### config.mk
export PLATFORM = sky130hd
export DESIGN_NAME = dmem_resp
export DESIGN_NICKNAME = d
export VERILOG_FILES = /design/src/rtl/dmem_resp.sv
export SDC_FILE = /design/constraint.sdc
export NUM_CORES = 2
export LEC_CHECK = 0
export BUFFER_PORTS_ARGS = -buffer_cell sky130_fd_sc_hd__buf_4
export CORE_AREA = 5 5 339 507
export CTS_CLUSTER_DIAMETER = 200
export CTS_CLUSTER_SIZE = 14
export DETAILED_ROUTE_END_ITERATION = 8
export DIE_AREA = 0 0 344 512
export PLACE_DENSITY = 0.7
export SLEW_MARGIN = 20
export SYNTH_ARGS = -nofsm -noshare
export SYNTH_HDL_FRONTEND = slang
export SYNTH_SLANG_ARGS = --single-unit
export TNS_END_PERCENT = 1
### constraint.sdc
create_clock -name clk -period 5.85 [get_ports clk]
set_clock_uncertainty 0.1 [all_clocks]
set_input_delay 0.2925 -clock clk [delete_from_list [all_inputs] [get_ports clk]]
set_output_delay 0.2925 -clock clk [all_outputs]
set_load 0.01 [all_outputs]
### src/rtl/dmem_resp.sv
// dmem_resp: single-outstanding data-memory responder with a programmable access latency.
// Optional feature macro DMEM_ERR_EN: misalignment / dual-enable error reporting on err.
module dmem_resp #(
    parameter int N       = 64,
    parameter int DEPTH   = 32,
    parameter int LATENCY = 2
) (
    input  logic         clk,
    input  logic         reset,
    input  logic [N-1:0] DM_addr,
    input  logic [N-1:0] DM_writeData,
    input  logic         DM_writeEnable,
    input  logic         DM_readEnable,
    output logic [N-1:0] DM_readData,
    output logic         DM_ready,
    output logic         busy,
    output logic         err
);
    localparam int IW = $clog2(DEPTH);

    typedef enum logic [1:0] {IDLE, WAIT, DONE} state_t;

    typedef struct packed {
        logic [IW-1:0] idx;
        logic [N-1:0]  data;
        logic          store;
        logic          skip;
    } req_t;

    state_t       state, state_nxt;
    logic [3:0]   cnt;
    req_t         req;
    logic [N-1:0] mem [DEPTH];

    logic accept, access, conflict, misaligned;

    assign accept   = (state == IDLE) && (DM_writeEnable || DM_readEnable);
    assign access   = (state == WAIT) && (cnt == 4'd0);
    assign conflict = DM_writeEnable && DM_readEnable;

`ifdef DMEM_ERR_EN
    assign misaligned = (DM_addr[2:0] != 3'd0);
    logic unused_addr;
    assign unused_addr = ^DM_addr[N-1:IW+3];
`else
    // Low address bits select nothing: misaligned accesses hit the containing word.
    assign misaligned = 1'b0;
    logic unused_addr;
    assign unused_addr = ^{DM_addr[N-1:IW+3], DM_addr[2:0], conflict};
`endif

    always_comb begin
        state_nxt = state;
        case (state)
            IDLE:    if (accept) state_nxt = WAIT;
            WAIT:    if (cnt == 4'd0) state_nxt = DONE;
            DONE:    state_nxt = IDLE;
            default: state_nxt = IDLE;
        endcase
    end

    always_ff @(posedge clk or negedge reset) begin
        if (!reset) begin
            state       <= IDLE;
            cnt         <= 4'd0;
            req         <= '0;
            DM_readData <= '0;
        end else begin
            state <= state_nxt;
            if (accept) begin
                cnt <= 4'(LATENCY - 1);
                // Dual enables resolve to a store since store follows the write enable alone.
                req <= '{idx:   DM_addr[IW+2:3],
                         data:  DM_writeData,
                         store: DM_writeEnable,
                         skip:  misaligned};
            end else if (state == WAIT && cnt != 4'd0) begin
                cnt <= cnt - 4'd1;
            end
            if (access && !req.store && !req.skip)
                DM_readData <= mem[req.idx];
        end
    end

    // Array is deliberately outside reset so contents survive it.
    always_ff @(posedge clk) begin
        if (access && req.store && !req.skip)
            mem[req.idx] <= req.data;
    end

`ifdef DMEM_ERR_EN
    always_ff @(posedge clk or negedge reset) begin
        if (!reset)
            err <= 1'b0;
        else if (accept && (conflict || misaligned))
            err <= 1'b1;
    end
`else
    assign err = 1'b0;
`endif

    assign DM_ready = (state == DONE);
    assign busy     = (state != IDLE);

endmodule

# Yosys cells after proc, flatten, opt, wreduce, memory -nomap -nowiden
# Memories as Yosys holds them, arrays and structs flattened. A register that Yosys moved wholly into a read port is not among the register bits.
# Index checks and enable logic that the tools add are counted.
[word_totals]
ff_bits = 76
ram_bits = 2048
in_bits = 132
out_inout_bits = 67
elab_cells = 32
memories = 1
[mem_list]
columns = ["name", "words", "width", "read_ports", "rd_ports_with_merged_regs", "wr", "line", "source"]
rows = [
  ["mem", 32, 64, 1, 1, 1, "33", "logic [N-1:0] mem [DEPTH];"],
]
[classes]
add_sub_neg = 1
eq_ne = 4
muxes = 7
n_reduce_logical = 14
[ops]
columns = ["op", "n"]
rows = [
  ["$mux W4", 2],
  ["$logic_and A1 B1 Y1", 5],
  ["$logic_not A4 Y1", 1],
  ["$mux W2", 2],
  ["$ne A2 B2 Y1 const B", 2],
  ["$pmux W2 S2", 1],
  ["$reduce_bool A2 Y1", 2],
  ["$reduce_bool A4 Y1", 1],
  ["$sub A4 B1 Y4 const B", 1],
  ["$eq A2 B1 Y1 const B", 1],
  ["$eq A2 B2 Y1 const B", 1],
  ["$logic_not A1 Y1", 2],
  ["$logic_not A2 Y1", 1],
  ["$mux W1", 2],
  ["$reduce_and A2 Y1", 1],
  ["$logic_or A1 B1 Y1", 1],
]

# Logic depth before layout (Yosys ltp)
[depth]
word_depth = 5
mapped_depth = 10
depth_no_buf = 7

# Worst setup path after synthesis
# Ideal clock, no wire load.
[synth_path]
path_type = "register to register"
startpoint = "register cnt[0]"
endpoint = "memory mem[28][0] (enable)"
setup_ps = 487
arrival_ps = 4440
setup_slack_ps = 823
path_stages_with_launch = 9
path_cell_list = "dfrtp_1 inv_1 ha_1 or3b_4 nor2_1 nand2_1 or3_1 clkbuf_1 nor2_1"
[synth_via]
elab_chain_cells = 5
[synth_lines]
columns = ["element", "line", "source"]
rows = [
  ["start: declaration", "31", "logic [3:0] cnt;"],
  ["start signal: assignment", "71", "cnt <= 4'(LATENCY - 1);"],
  ["start signal: assignment", "78", "cnt <= cnt - 4'd1;"],
  ["$logic_not A4 Y1", "38", "assign access = (state == WAIT) && (cnt == 4'd0);"],
  ["$logic_and A1 B1 Y1", "38", ""],
  ["$logic_and A1 B1 Y1", "87", "if (access && req.store && !req.skip)"],
  ["$mux W1", "87", ""],
  ["$mux W1 (not written as such)", "88", "mem[req.idx] <= req.data;"],
  ["end: declaration", "33", ""],
]
# Every way passes these cells.

# Worst setup path after layout
[layout_path]
startpoint = "register cnt[0]"
endpoint = "memory mem[10][47] (enable)"
# The elaborated chain is that of the path after synthesis.

==> flow_summary.html <==
<table>
<tr><th>Metric</th><th>Value</th></tr>
<tr><th colspan="2">Timing</th></tr>
<tr><td>Post-layout minimum cycle time</td><td>between 4000 and 5000 ps</td></tr>
<tr><td>Final Max Slew Viols</td><td>0</td></tr>
<tr><td>Worst Max-Slew Pin Slew</td><td>1260 ps</td></tr>
<tr><td># setup viols final</td><td>0</td></tr>
<tr><td>Final Hold Viols</td><td>0</td></tr>
<tr><td>Post-route clock period utilization</td><td>about four fifths</td></tr>
<tr><td>RSZ-0062 raised after global routing</td><td>false</td></tr>
<tr><td>Final sum of negative setup slack</td><td>0 ps</td></tr>
<tr><td>Maximum clock frequency</td><td>0.216 GHz</td></tr>
<tr><td>Post-layout worst setup margin</td><td>1210 ps</td></tr>
<tr><td>Max transition margin</td><td>roughly 16%</td></tr>
<tr><th colspan="2">Setup path</th></tr>
<tr><td>Worst path arrival time</td><td>4980 ps</td></tr>
<tr><td>Critical Path Source Type</td><td>register</td></tr>
<tr><td>Maximum fanout encountered on the critical timing path</td><td>24</td></tr>
<tr><td>Worst setup EP type</td><td>register</td></tr>
<tr><td>Critical path data required time</td><td>about 6200 ps</td></tr>
<tr><td>Worst setup path class</td><td>reg2reg</td></tr>
<tr><th colspan="2">Global route</th></tr>
<tr><td>First-pass GRT wire length</td><td>around 300 mm</td></tr>
<tr><td>Global routing usage summed across all routing layers</td><td>between 20% and 30%</td></tr>
<tr><td>Residual overflow from global routing</td><td>0</td></tr>
<tr><td>Number of global-route vias before repair</td><td>around 42000</td></tr>
<tr><td>Antenna violations before repair</td><td>2</td></tr>
<tr><td>Largest net degree at the start of global routing</td><td>120</td></tr>
<tr><th colspan="2">Floorplan</th></tr>
<tr><td>Top-level I/O count</td><td>approximately 200</td></tr>
<tr><td>Area inside the core boundary</td><td>roughly 170000 µm²</td></tr>
<tr><td>Area of the die</td><td>176000 µm²</td></tr>
<tr><td>Chip Height</td><td>just over 500 µm</td></tr>
<tr><td>Number of rows in the core area</td><td>~180</td></tr>
<tr><td>X dimension of the die</td><td>roughly 340 µm</td></tr>
<tr><td>Starting density of the core</td><td>between 40% and 50%</td></tr>
<tr><th colspan="2">CTS</th></tr>
<tr><td>Clock tree from TritonCTS</td><td>done</td></tr>
<tr><td>Source-to-sink clock delay at the later pin of the worst-skew pair</td><td>around 830 ps</td></tr>
<tr><td>H-tree depth</td><td>4</td></tr>
<tr><td>CTS Buf Count</td><td>~170</td></tr>
<tr><td>Cell at the root of the clock tree</td><td>clkbuf_16</td></tr>
<tr><td>Deepest clock path buffer count</td><td>3</td></tr>
<tr><td>Post-CTS setup-driven buffer insertion count</td><td>0</td></tr>
<tr><td>Number of clock sinks seen by CTS</td><td>2188</td></tr>
<tr><td>Clock transition at the registers of the reported paths</td><td>around 70 ps</td></tr>
<tr><th colspan="2">Layout</th></tr>
<tr><td>Net count, final</td><td>roughly 4500</td></tr>
<tr><td>Share of layout cells above drive strength 1</td><td>17.7%</td></tr>
<tr><td>Final Core Density</td><td>a little under three fifths</td></tr>
<tr><td>Layout overhead on the synthesized area</td><td>12.0%</td></tr>
<tr><th colspan="2">Power and ir drop</th></tr>
<tr><td>Largest voltage drop on the vdd net</td><td>between 300 and 400 µV</td></tr>
<tr><td>Leak</td><td>approximately 30 nW</td></tr>
<tr><td>Power density normalized to cell area</td><td>460 nW/µm²</td></tr>
<tr><th colspan="2">Synthesis</th></tr>
<tr><td>Net count after synthesis</td><td>around 4200</td></tr>
<tr><td>Number of distinct library cell variants in the gate-level netlist after synthesis</td><td>between 60 and 70</td></tr>
<tr><td>Dominant register cell in the synthesized netlist</td><td>edfxtp_1</td></tr>
<tr><td>Area of the mapped netlist</td><td>around 83000 µm²</td></tr>
<tr><td>Post-synth EDFFs</td><td>about 2000</td></tr>
<tr><td>Flop and latch count out of synthesis</td><td>2188</td></tr>
<tr><td>Synth async-reset ratio</td><td>~6.4%</td></tr>
<tr><td>Cell count after synthesis</td><td>around 4100</td></tr>
<tr><td>Commonest cells in the netlist</td><td>edfxtp_1, mux2i_1, mux4_2</td></tr>
<tr><td>Warnings, synthesis</td><td>0</td></tr>
<tr><td>Syn avg cell area</td><td>a little over 20 µm²</td></tr>
<tr><td>Portion of the post-synthesis area used by sequential elements</td><td>between 70% and 80%</td></tr>
<tr><td>Most numerous cell in the Yosys netlist</td><td>edfxtp_1</td></tr>
<tr><td>Synth area leaders</td><td>edfxtp_1, mux4_2, mux2i_1</td></tr>
<tr><td>Area share of the largest cell type after synthesis</td><td>around three quarters</td></tr>
<tr><td>Cell taking the most area after synthesis</td><td>edfxtp_1</td></tr>
<tr><th colspan="2">Drt</th></tr>
<tr><td>Iter 0 DRT Violations</td><td>approximately 4600</td></tr>
<tr><td>Antenna violation net count after detailed routing</td><td>0</td></tr>
<tr><td>Post-detailed-route wirelength per cell</td><td>between 30 and 40 µm</td></tr>
<tr><td>Drt first pass iters</td><td>6</td></tr>
<tr><td>Detailed-route via count</td><td>41600</td></tr>
<tr><td>Post-route DRC</td><td>0</td></tr>
<tr><td>Post-detailed-routing wire length</td><td>206 mm</td></tr>
<tr><td>Average via count per standard cell</td><td>roughly 6.1</td></tr>
<tr><th colspan="2">Job</th></tr>
<tr><td>Number of max-cap violations</td><td>0</td></tr>
<tr><th colspan="2">Placement</th></tr>
<tr><td>Setup slack after placement</td><td>roughly 1300 ps</td></tr>
<tr><td>HPWL after detailed placement</td><td>110 mm</td></tr>
<tr><td>Input/output buffers</td><td>around 140</td></tr>
<tr><td>Weighted congestion reported at the end of routability-driven placement</td><td>slightly below 0.8</td></tr>
<tr><th colspan="2">Worst hold path</th></tr>
<tr><td>Worst hold path type</td><td>in2reg</td></tr>
<tr><th colspan="2">Status</th></tr>
<tr><td>Result of the run</td><td>finished, final reports clean</td></tr>
</table>
[metrics by stage]
stage / hold slack [ps] / total power [mW] / cell area (µm²) / cells
2_1_floorplan: -103 / 28.3 / 83000 / 4104
3_3_place_gp: 205 / 31.6 / 86900 / 6356
3_5_place_dp: 206 / 32.0 / 86900 / 6356
4_1_cts: 10.3 / 42.9 / 92900 / 6766
5_1_grt: 73.5 / 44.4 / 92900 / 6767
6_report: 57.4 / 42.8 / 92900 / 6770
[report_power, final]
group          internal [mW]  switching, mW  leakage, nW  total (mW)
logic                   4.09           5.47         7.46        9.55
clock network           5.69           5.35         2.43        11.0
registers               19.8           2.36         20.2        22.2
total                   29.6           13.2         30.1        42.8
[final cells by class]
type,instances,area (µm²)
Antenna cell,4,10.0
Inverter,4,15.0
Multi-Input combinational cell,1681,16900
Sequential cell,2188,65000
Clock inverter,15,270
Tap cell,2232,2790
Clock buffer,307,4870
Timing Repair Buffer,339,3100
Fill cell,12400,74000
[worst max-delay path, cell delays in order, from the launching register on]
cell and delay (ps):
dfrtp_1 410, inv_1 100, ha_1 140, or3b_4 410, nor2_1 480, nand4b_1 900, nor2_4 1040, buf_4 620
[metal layers]
layer	routed length, µm	global-route usage, %	vias up
met5	0	0	-
met4	6780	7.88	0
met3	18700	5.03	367
met2	105000	39.5	2026
met1	75200	29.8	21800
li1	-	-	17400
[flip-flops by register name, summed over array words and instances, names as in the netlist]
signal / count
DM_readData: 64
req: 70
mem: 2048
state: 2
cnt: 4
[kinds of logic after synthesis]
group | share of synthesized area [%]
flip-flops | 78.4
AND/OR/NAND/NOR | 2.36
multiplexers | 13.3
buffers and inverters | 1.69
AO/OA/AOI/OAI | 4.24
XOR/XNOR | 0.0211
other | 0.00452
adder cells (fa/ha/maj) | 0.0302
[what timing repair did]
item                                   4_1_cts  5_1_grt
endpoints found under the hold margin      175        0
resized for setup                            0        0
setup endpoints to repair                    0        0
hold buffers                                88        0
[final timing paths]
| kind | from | endpoint | slack, ps | cells past startpoint |
|---|---|---|---|---|
| hold reg to reg | DM_readData[35] | DM_readData[35] | 390 | 2 |
| hold / removal | DM_readEnable | req[49] | 60 | 5 |
| setup reg to reg | cnt[0] | mem[10][47] | 1210 | 7 |
| setup / recovery | cnt[0] | mem[10][47] | 1210 | 7 |
| min in group asynchronous | reset | DM_readData[50] | 390 | 3 |
| max in group asynchronous | reset | req[66] | 4260 | 4 |
[layout by cell type, fill, tap and decap left out, types with 6 or more instances in the layout]
cell,count
o221ai_2,16
o22ai_1,167
a211oi_1,7
a31oi_1,49
nor2b_1,6
or3_1,11
a22oi_1,45
a2bb2oi_1,8
nand2_1,248
a22o_1,52
clkbuf_16,175
nor2_4,35
dlygate4sd3_1,87
mux4_2,274
nor4_1,29
o21ai_1,16
clkbuf_1,132
o221ai_1,9
buf_12,25
dfrtp_1,133
mux2i_1,485
a2111oi_0,11
a221oi_1,23
edfxtp_1,2048
a2111oi_2,8
nand3_1,7
buf_4,225
o21ai_0,6
a21oi_1,43
nor2_1,54
Note: power is estimated with default switching activity, not from simulation.
